## src/rtl/dds_seq_ctrl.sv

```systemverilog
// -----------------------------------------------------------------------------
// dds_seq_ctrl
//
// Sequencer for the DDS datapath. A start command latches the tuning word and
// the sample count, then steps a phase accumulator, issuing one sine-LUT read
// per cycle while the output FIFO has room. A valid pipeline of LUT_LAT stages
// lines the LUT output up with the FIFO write strobe. Busy, done and a
// written-sample count go back to the register map.
//
// Optional feature (macro DDS_CONT_MODE_EN):
//   defined   : a sample count of 0 starts a continuous run that only i_stop
//               or a reset can end.
//   undefined : a sample count of 0 completes immediately with zero writes.
//
// Parameters:
//   PHASE_WIDTH  phase accumulator / increment width
//   SIG_WIDTH    signed sample width
//   CNT_WIDTH    sample-count width
//   LUT_LAT      LUT read latency in cycles (>= 1)
//
// Ports:
//   clk            clock
//   a_rst_n        asynchronous reset, active-low
//   i_soft_rst     synchronous soft reset, overrides every other input
//   i_start        start pulse
//   i_stop         stop request (acted on only while running)
//   i_phase_inc    frequency tuning word, sampled in LOAD
//   i_num_samples  samples to generate, sampled in LOAD
//   i_fifo_afull   FIFO free space <= LUT_LAT; stalls new LUT requests
//   i_lut_data     signed LUT output, LUT_LAT cycles after o_lut_req
//   o_lut_req      LUT read strobe
//   o_phase        phase presented to the LUT
//   o_fifo_wr      FIFO write strobe
//   o_fifo_data    FIFO write data (LUT output while o_fifo_wr, else 0)
//   o_busy         sequencer not idle
//   o_done         sticky done, cleared by the next LOAD or a reset
//   o_wr_count     samples written this run, saturating
// -----------------------------------------------------------------------------
module dds_seq_ctrl #(
    parameter int PHASE_WIDTH = 32,
    parameter int SIG_WIDTH   = 16,
    parameter int CNT_WIDTH   = 16,
    parameter int LUT_LAT     = 2
) (
    input  logic                   clk,
    input  logic                   a_rst_n,
    input  logic                   i_soft_rst,
    input  logic                   i_start,
    input  logic                   i_stop,
    input  logic [PHASE_WIDTH-1:0] i_phase_inc,
    input  logic [CNT_WIDTH-1:0]   i_num_samples,
    input  logic                   i_fifo_afull,
    input  logic [SIG_WIDTH-1:0]   i_lut_data,
    output logic                   o_lut_req,
    output logic [PHASE_WIDTH-1:0] o_phase,
    output logic                   o_fifo_wr,
    output logic [SIG_WIDTH-1:0]   o_fifo_data,
    output logic                   o_busy,
    output logic                   o_done,
    output logic [CNT_WIDTH-1:0]   o_wr_count
);

`ifdef DDS_CONT_MODE_EN
    localparam bit CONT_EN = 1'b1;
`else
    localparam bit CONT_EN = 1'b0;
`endif

    typedef enum logic [2:0] {
        ST_IDLE  = 3'd0,
        ST_LOAD  = 3'd1,
        ST_RUN   = 3'd2,
        ST_DRAIN = 3'd3,
        ST_DONE  = 3'd4
    } state_t;

    state_t                 r_state;
    state_t                 w_state_next;

    logic [PHASE_WIDTH-1:0] r_inc;
    logic [PHASE_WIDTH-1:0] r_acc;
    logic [CNT_WIDTH-1:0]   r_remain;
    logic [CNT_WIDTH-1:0]   r_wr_count;
    logic                   r_done;
    logic                   r_cont;
    logic [LUT_LAT-1:0]     r_pipe;

    logic                   w_lut_req;
    logic                   w_fifo_wr;
    logic [LUT_LAT-1:0]     w_pipe_shl;
    logic                   w_pipe_drained;

    // The top stage leaves the pipeline this cycle; if nothing sits below it,
    // the pipeline is empty from the next cycle on (DRAIN issues no requests).
    assign w_pipe_shl     = r_pipe << 1;
    assign w_pipe_drained = (w_pipe_shl == '0);

    // Soft reset also masks the write strobe so nothing in flight is flushed
    // into the FIFO on the reset cycle.
    assign w_fifo_wr = r_pipe[LUT_LAT-1] & ~i_soft_rst;

    // -------------------------------------------------------------------------
    // Next-state and request logic
    // -------------------------------------------------------------------------
    always_comb begin
        w_state_next = r_state;
        w_lut_req    = 1'b0;

        if (i_soft_rst) begin
            w_state_next = ST_IDLE;
        end else begin
            case (r_state)
                ST_IDLE: begin
                    // Start wins over a simultaneous stop; stop alone is a no-op.
                    if (i_start) begin
                        w_state_next = ST_LOAD;
                    end
                end

                ST_LOAD: begin
                    // Decision uses the value being latched this cycle.
                    if ((i_num_samples == '0) && !CONT_EN) begin
                        w_state_next = ST_DONE;
                    end else begin
                        w_state_next = ST_RUN;
                    end
                end

                ST_RUN: begin
                    // A stop cycle issues no request of its own.
                    if (i_stop) begin
                        w_state_next = ST_DRAIN;
                    end else if (!i_fifo_afull) begin
                        w_lut_req = 1'b1;
                        if (!r_cont && (r_remain == CNT_WIDTH'(1))) begin
                            w_state_next = ST_DRAIN;
                        end
                    end
                end

                ST_DRAIN: begin
                    if (w_pipe_drained) begin
                        w_state_next = ST_DONE;
                    end
                end

                ST_DONE: begin
                    w_state_next = ST_IDLE;
                end

                default: begin
                    w_state_next = ST_IDLE;
                end
            endcase
        end
    end

    // -------------------------------------------------------------------------
    // State, shadow registers, accumulator, status
    // -------------------------------------------------------------------------
    always_ff @(posedge clk or negedge a_rst_n) begin
        if (!a_rst_n) begin
            r_state    <= ST_IDLE;
            r_inc      <= '0;
            r_acc      <= '0;
            r_remain   <= '0;
            r_wr_count <= '0;
            r_done     <= 1'b0;
            r_cont     <= 1'b0;
        end else if (i_soft_rst) begin
            r_state    <= ST_IDLE;
            r_inc      <= '0;
            r_acc      <= '0;
            r_remain   <= '0;
            r_wr_count <= '0;
            r_done     <= 1'b0;
            r_cont     <= 1'b0;
        end else begin
            r_state <= w_state_next;

            if (r_state == ST_LOAD) begin
                r_inc    <= i_phase_inc;
                r_remain <= i_num_samples;
                r_cont   <= CONT_EN && (i_num_samples == '0);
                r_acc    <= '0;
            end else if (w_lut_req) begin
                // Modulo 2^PHASE_WIDTH: the carry out is simply dropped.
                r_acc <= r_acc + r_inc;
                if (!r_cont) begin
                    r_remain <= r_remain - CNT_WIDTH'(1);
                end
            end

            if (r_state == ST_LOAD) begin
                r_wr_count <= '0;
            end else if (w_fifo_wr && (r_wr_count != '1)) begin
                r_wr_count <= r_wr_count + CNT_WIDTH'(1);
            end

            // Set on entry to DONE so it is visible during the DONE cycle.
            if (w_state_next == ST_DONE) begin
                r_done <= 1'b1;
            end else if (r_state == ST_LOAD) begin
                r_done <= 1'b0;
            end
        end
    end

    // -------------------------------------------------------------------------
    // Valid pipeline: LUT_LAT-deep shift of the request strobe. It advances
    // every cycle, stalls included.
    // -------------------------------------------------------------------------
    always_ff @(posedge clk or negedge a_rst_n) begin
        if (!a_rst_n) begin
            r_pipe[0] <= 1'b0;
        end else if (i_soft_rst) begin
            r_pipe[0] <= 1'b0;
        end else begin
            r_pipe[0] <= w_lut_req;
        end
    end

    generate
        for (genvar gi = 1; gi < LUT_LAT; gi++) begin : g_pipe
            always_ff @(posedge clk or negedge a_rst_n) begin
                if (!a_rst_n) begin
                    r_pipe[gi] <= 1'b0;
                end else if (i_soft_rst) begin
                    r_pipe[gi] <= 1'b0;
                end else begin
                    r_pipe[gi] <= r_pipe[gi-1];
                end
            end
        end
    endgenerate

    // -------------------------------------------------------------------------
    // Outputs
    // -------------------------------------------------------------------------
    assign o_lut_req   = w_lut_req;
    assign o_phase     = r_acc;
    assign o_fifo_wr   = w_fifo_wr;
    assign o_fifo_data = w_fifo_wr ? i_lut_data : '0;
    assign o_busy      = (r_state != ST_IDLE);
    assign o_done      = r_done;
    assign o_wr_count  = r_wr_count;

endmodule

```

## config.mk

```make
export PLATFORM = sky130hd
export DESIGN_NAME = dds_seq_ctrl
export DESIGN_NICKNAME = d
export VERILOG_FILES = /design/src/rtl/dds_seq_ctrl.sv
export SDC_FILE = /design/constraint.sdc
export NUM_CORES = 1
export LEC_CHECK = 0
export CORE_MARGIN = 8
export CORE_UTILIZATION = 40
export CTS_CLUSTER_SIZE = 25
export DETAILED_ROUTE_END_ITERATION = 7
export GPL_TIMING_DRIVEN = 1
export PLACE_DENSITY_LB_ADDON = 0.25
export SYNTH_ARGS = -nofsm -noshare
export SYNTH_HDL_FRONTEND = slang
export SYNTH_SLANG_ARGS = --single-unit
```

## constraint.sdc

```tcl
create_clock -name clk -period 7.3 [get_ports clk]
set_input_delay 1.46 -clock clk [delete_from_list [all_inputs] [get_ports clk]]
set_output_delay 1.46 -clock clk [all_outputs]
set_load 0.01 [all_outputs]
```

==> impl_results.md <==
- Number of flops mapped to enable cells by yosys: 0
- Die span in x: 141 µm
- Final HPWL from detailed placement: between 10 and 15 mm
- Cells after DPL: a little over 1000
- Area share of fa/ha/maj cells after synthesis: 7.15%
- Headroom to the max-slew limit: roughly half
- Critical path's most frequent cell: sky130_fd_sc_hd__clkdlybuf4s50_1
- Transition time of the tightest slew-check pin: 0.761 ns
- Per-cell via count in the routed design: about 5.4
- Design Power: 1390 µW
- Post-synthesis compound-gate area fraction: between 20% and 30%
- List of cells traversed by the critical path: clkdlybuf4s50_1 -> nor2_1 -> nand3b_1 -> or3_1 -> inv_1 -> clkdlybuf4s50_1
- DR WL/cell: approximately 16 µm
- Number of instances resized during post-cts repair: 0
- Distinct cells, synth: 66
- Cell taking the most area after synthesis: sky130_fd_sc_hd__dfrtp_1
- P&R area growth vs syn: 29.4%
- Standard-cell rows: 45
- Critical path capture point type: primary output
- All-Layer GR Usage: around 17%
- Cell at the root of the clock tree: sky130_fd_sc_hd__clkbuf_16
- Post-synthesis area per instance: between 8 and 9 µm²
- Crit-path max cell delay: about 0.65 ns
- Worst-case setup slack after placement: approximately 2.3 ns
- Main flop type after synthesis: sky130_fd_sc_hd__dfrtp_1
- Post-synthesis sequential element count: 102
- Weighted congestion reported at the end of routability-driven placement: between 0.8 and 0.9
- IO Pins: ~140
- Via count of the first global-routing pass: 5538
- Hold Path Cell Cnt: 1
- Multiplexer area fraction after synthesis: less than 1%
- Area share of the largest cell type after synthesis: about 40%
- Part of the Yosys area used for sequential elements: about two fifths
- Std-Cell Core Area: between 15000 and 20000 µm²
- Largest delay contributor family on the critical path: buffers and inverters
- Final period util: 69.1%
- Clock tree from TritonCTS: done
- Total of hold buffers inserted after clock tree synthesis: 0
- Min-delay worst type: flip-flop to flip-flop
- Number of iterations in the first detailed-routing pass: 5
- Post-route setup TNS: 0 ns
- Maximum clock frequency: a little under 200 MHz
- Fill cells: 1460
- Buffer count from post-CTS setup fixing: 0
- Share of flip-flops with an asynchronous set or reset after synthesis: 100%
- Cell Pwr Density: about 170 nW/µm²
- CP startpoint kind: input pin
- Final routed wirelength across all metal layers: ~17 mm
- Final hold violation count: 0
- Netlist Area Pre-Place: roughly 6200 µm²
- Top-count cell post-synth: sky130_fd_sc_hd__nand2_1
- Leading cell types by count after synthesis: sky130_fd_sc_hd__nand2_1, sky130_fd_sc_hd__dfrtp_1, sky130_fd_sc_hd__a21oi_1
- Max-cap violations: 0
- CTS Buf Count: 9
- Clock skew after layout: between 0.007 and 0.008 ns
- Number of DRC markers after the initial detailed-route iteration: 303
- Arrival time of data at the critical path endpoint: around 3.6 ns
- Remaining antenna violation count after routing: 0
- CTS HTree Levels: 3
- Maximum net fanout on the critical path: 15
- Port bufs: between 100 and 150
- Largest family of logic cells by synthesized area: compound AO/OA/AOI/OAI gates
- DRC violation count after routing: 0
- Post-layout minimum cycle time: between 5 and 6 ns
- Non-filler cells, final: between 1000 and 1500
- Global-route wire length before repair: approximately 28 mm
- Number of warnings reported in the yosys synthesis log: 0
- Antenna violations before repair: 0
- Largest net degree at the start of global routing: 61
- Outcome: finished clean
- Fin. max-slew vios: 0
- CP Depth: 6
- Main area contributors after synthesis: sky130_fd_sc_hd__dfrtp_1, sky130_fd_sc_hd__nand2_1, sky130_fd_sc_hd__ha_1
- Vertical die dimension: roughly 140 µm
- Finished layout cell area: approximately 8100 µm²
- Count of buffer and inverter cells on the critical path: 3
- Global route total overflow: 0
- Ratio of cells with drive above 1 in the final layout: 4.82%
- Post-synthesis instance total: roughly 720
- Endpoint required time on the critical path: a little under 6 ns
- Clock net sink count: roughly 100
- Worst Reg2Reg Path Length in Cells: 9
- Effective utilization at floorplan: 41.0%
- Placed Instance Area: 7740 µm²
- Final nets: around 950
- Fraction of synthesized cell area in xor and xnor cells: between 5 and 6%
- Finish-stage setup viols: 0
- Vias: around 5600
- Maximum vdd ir drop: roughly 0.11 mV
- Clock latency of the later-clocked register in the worst-skew pair: about 0.35 ns
- Clock-pin slew reported for the worst setup and hold paths after clock tree synthesis: roughly 0.070 ns
- Unrepaired setup endpoints after global routing: no
- Type of the worst setup path: input pin to primary output
- Slowest-stage cell, CP: sky130_fd_sc_hd__clkdlybuf4s50_1
- Simple-gate share of the synthesized area: between 20% and 30%
- Net count after synthesis: 828
- Leakage Power: approximately 0.0035 µW
- Max clock buf depth: 2
- Number of antenna cells inserted: 0
- Final WS setup: roughly 2.3 ns
- DIE AREA: roughly 20000 µm²
[state kept, by name (all words and copies together) (netlist names)]
register,count
o_phase,32
r_inc,32
o_wr_count,16
r_remain,16
r_state,3
r_pipe,2
o_done,1
[metal layers]
layer | vias up | track usage [%] | routed length (µm)
li1 | 2818 | - | -
met1 | 2617 | 23.0 | 8190
met2 | 142 | 27.6 | 7690
met3 | 14 | 3.07 | 805
met4 | 0 | 5.88 | 239
met5 | - | 0 | 0
[metrics by stage]
| step | hold slack (ns) | utilization (%) |
|---|---|---|
| 2_1_floorplan | 0.461 | - |
| 3_3_place_gp | 0.476 | 50.9 |
| 3_5_place_dp | 0.476 | 50.9 |
| 4_1_cts | 0.493 | 53.0 |
| 5_1_grt | 0.516 | 53.0 |
| 6_report | 0.492 | 53.0 |
[power by group]
group | switching [µW] | internal, µW | total (µW)
Combinational | 156 | 106 | 262
Sequential | 21.4 | 589 | 611
Clock | 211 | 304 | 515
Total | 389 | 999 | 1390
[cells by family (layout without fill, tap and decap cells)]
logic type                 count (synthesis)  in the layout
AOI/OAI and AO/OA                        216            216
xor gates and xnor gates                  37             37
adders and majority gates                 35             35
buffers and inverters                     45            173
DFF                                      102            102
muxes                                      3              3
and+or+nand+nor                          285            285
[final cells by class]
class | instances | area (µm²) | area share, %
Multi-Input combinational cell | 576 | 3490 | 43.3
Sequential cell | 102 | 2550 | 31.7
Timing Repair Buffer | 143 | 1410 | 17.5
Clock buffer | 14 | 284 | 3.52
Tap cell | 188 | 235 | 2.92
Inverter | 14 | 52.6 | 0.652
Clock inverter | 2 | 37.5 | 0.466
[placed cells by master (no fill, tap or decap), types with 17 or more instances in the layout]
| master | Yosys | final |
|---|---|---|
| sky130_fd_sc_hd__xor2_1 | 18 | 18 |
| sky130_fd_sc_hd__nor2_1 | 57 | 55 |
| sky130_fd_sc_hd__nand2_1 | 120 | 120 |
| sky130_fd_sc_hd__xnor2_1 | 19 | 19 |
| sky130_fd_sc_hd__clkdlybuf4s50_1 | 0 | 135 |
| sky130_fd_sc_hd__nor3_1 | 17 | 17 |
| sky130_fd_sc_hd__and2_1 | 18 | 18 |
| sky130_fd_sc_hd__o21ai_0 | 62 | 62 |
| sky130_fd_sc_hd__ha_1 | 34 | 34 |
| sky130_fd_sc_hd__dfrtp_1 | 102 | 102 |
| sky130_fd_sc_hd__a21oi_1 | 76 | 76 |
[final timing paths]
path / startpoint / to / slack [ns]
max: i_stop / o_lut_req / 2.26
min: o_done / o_done / 0.49
max reg2reg: o_phase[15] / o_phase[30] / 4.31
min reg2reg: o_done / o_done / 0.49
max in group asynchronous: a_rst_n / o_phase[2] / 5.05
min in group asynchronous: a_rst_n / r_state[0] / 1.08
No activity file was read; power rests on OpenSTA's default activity.
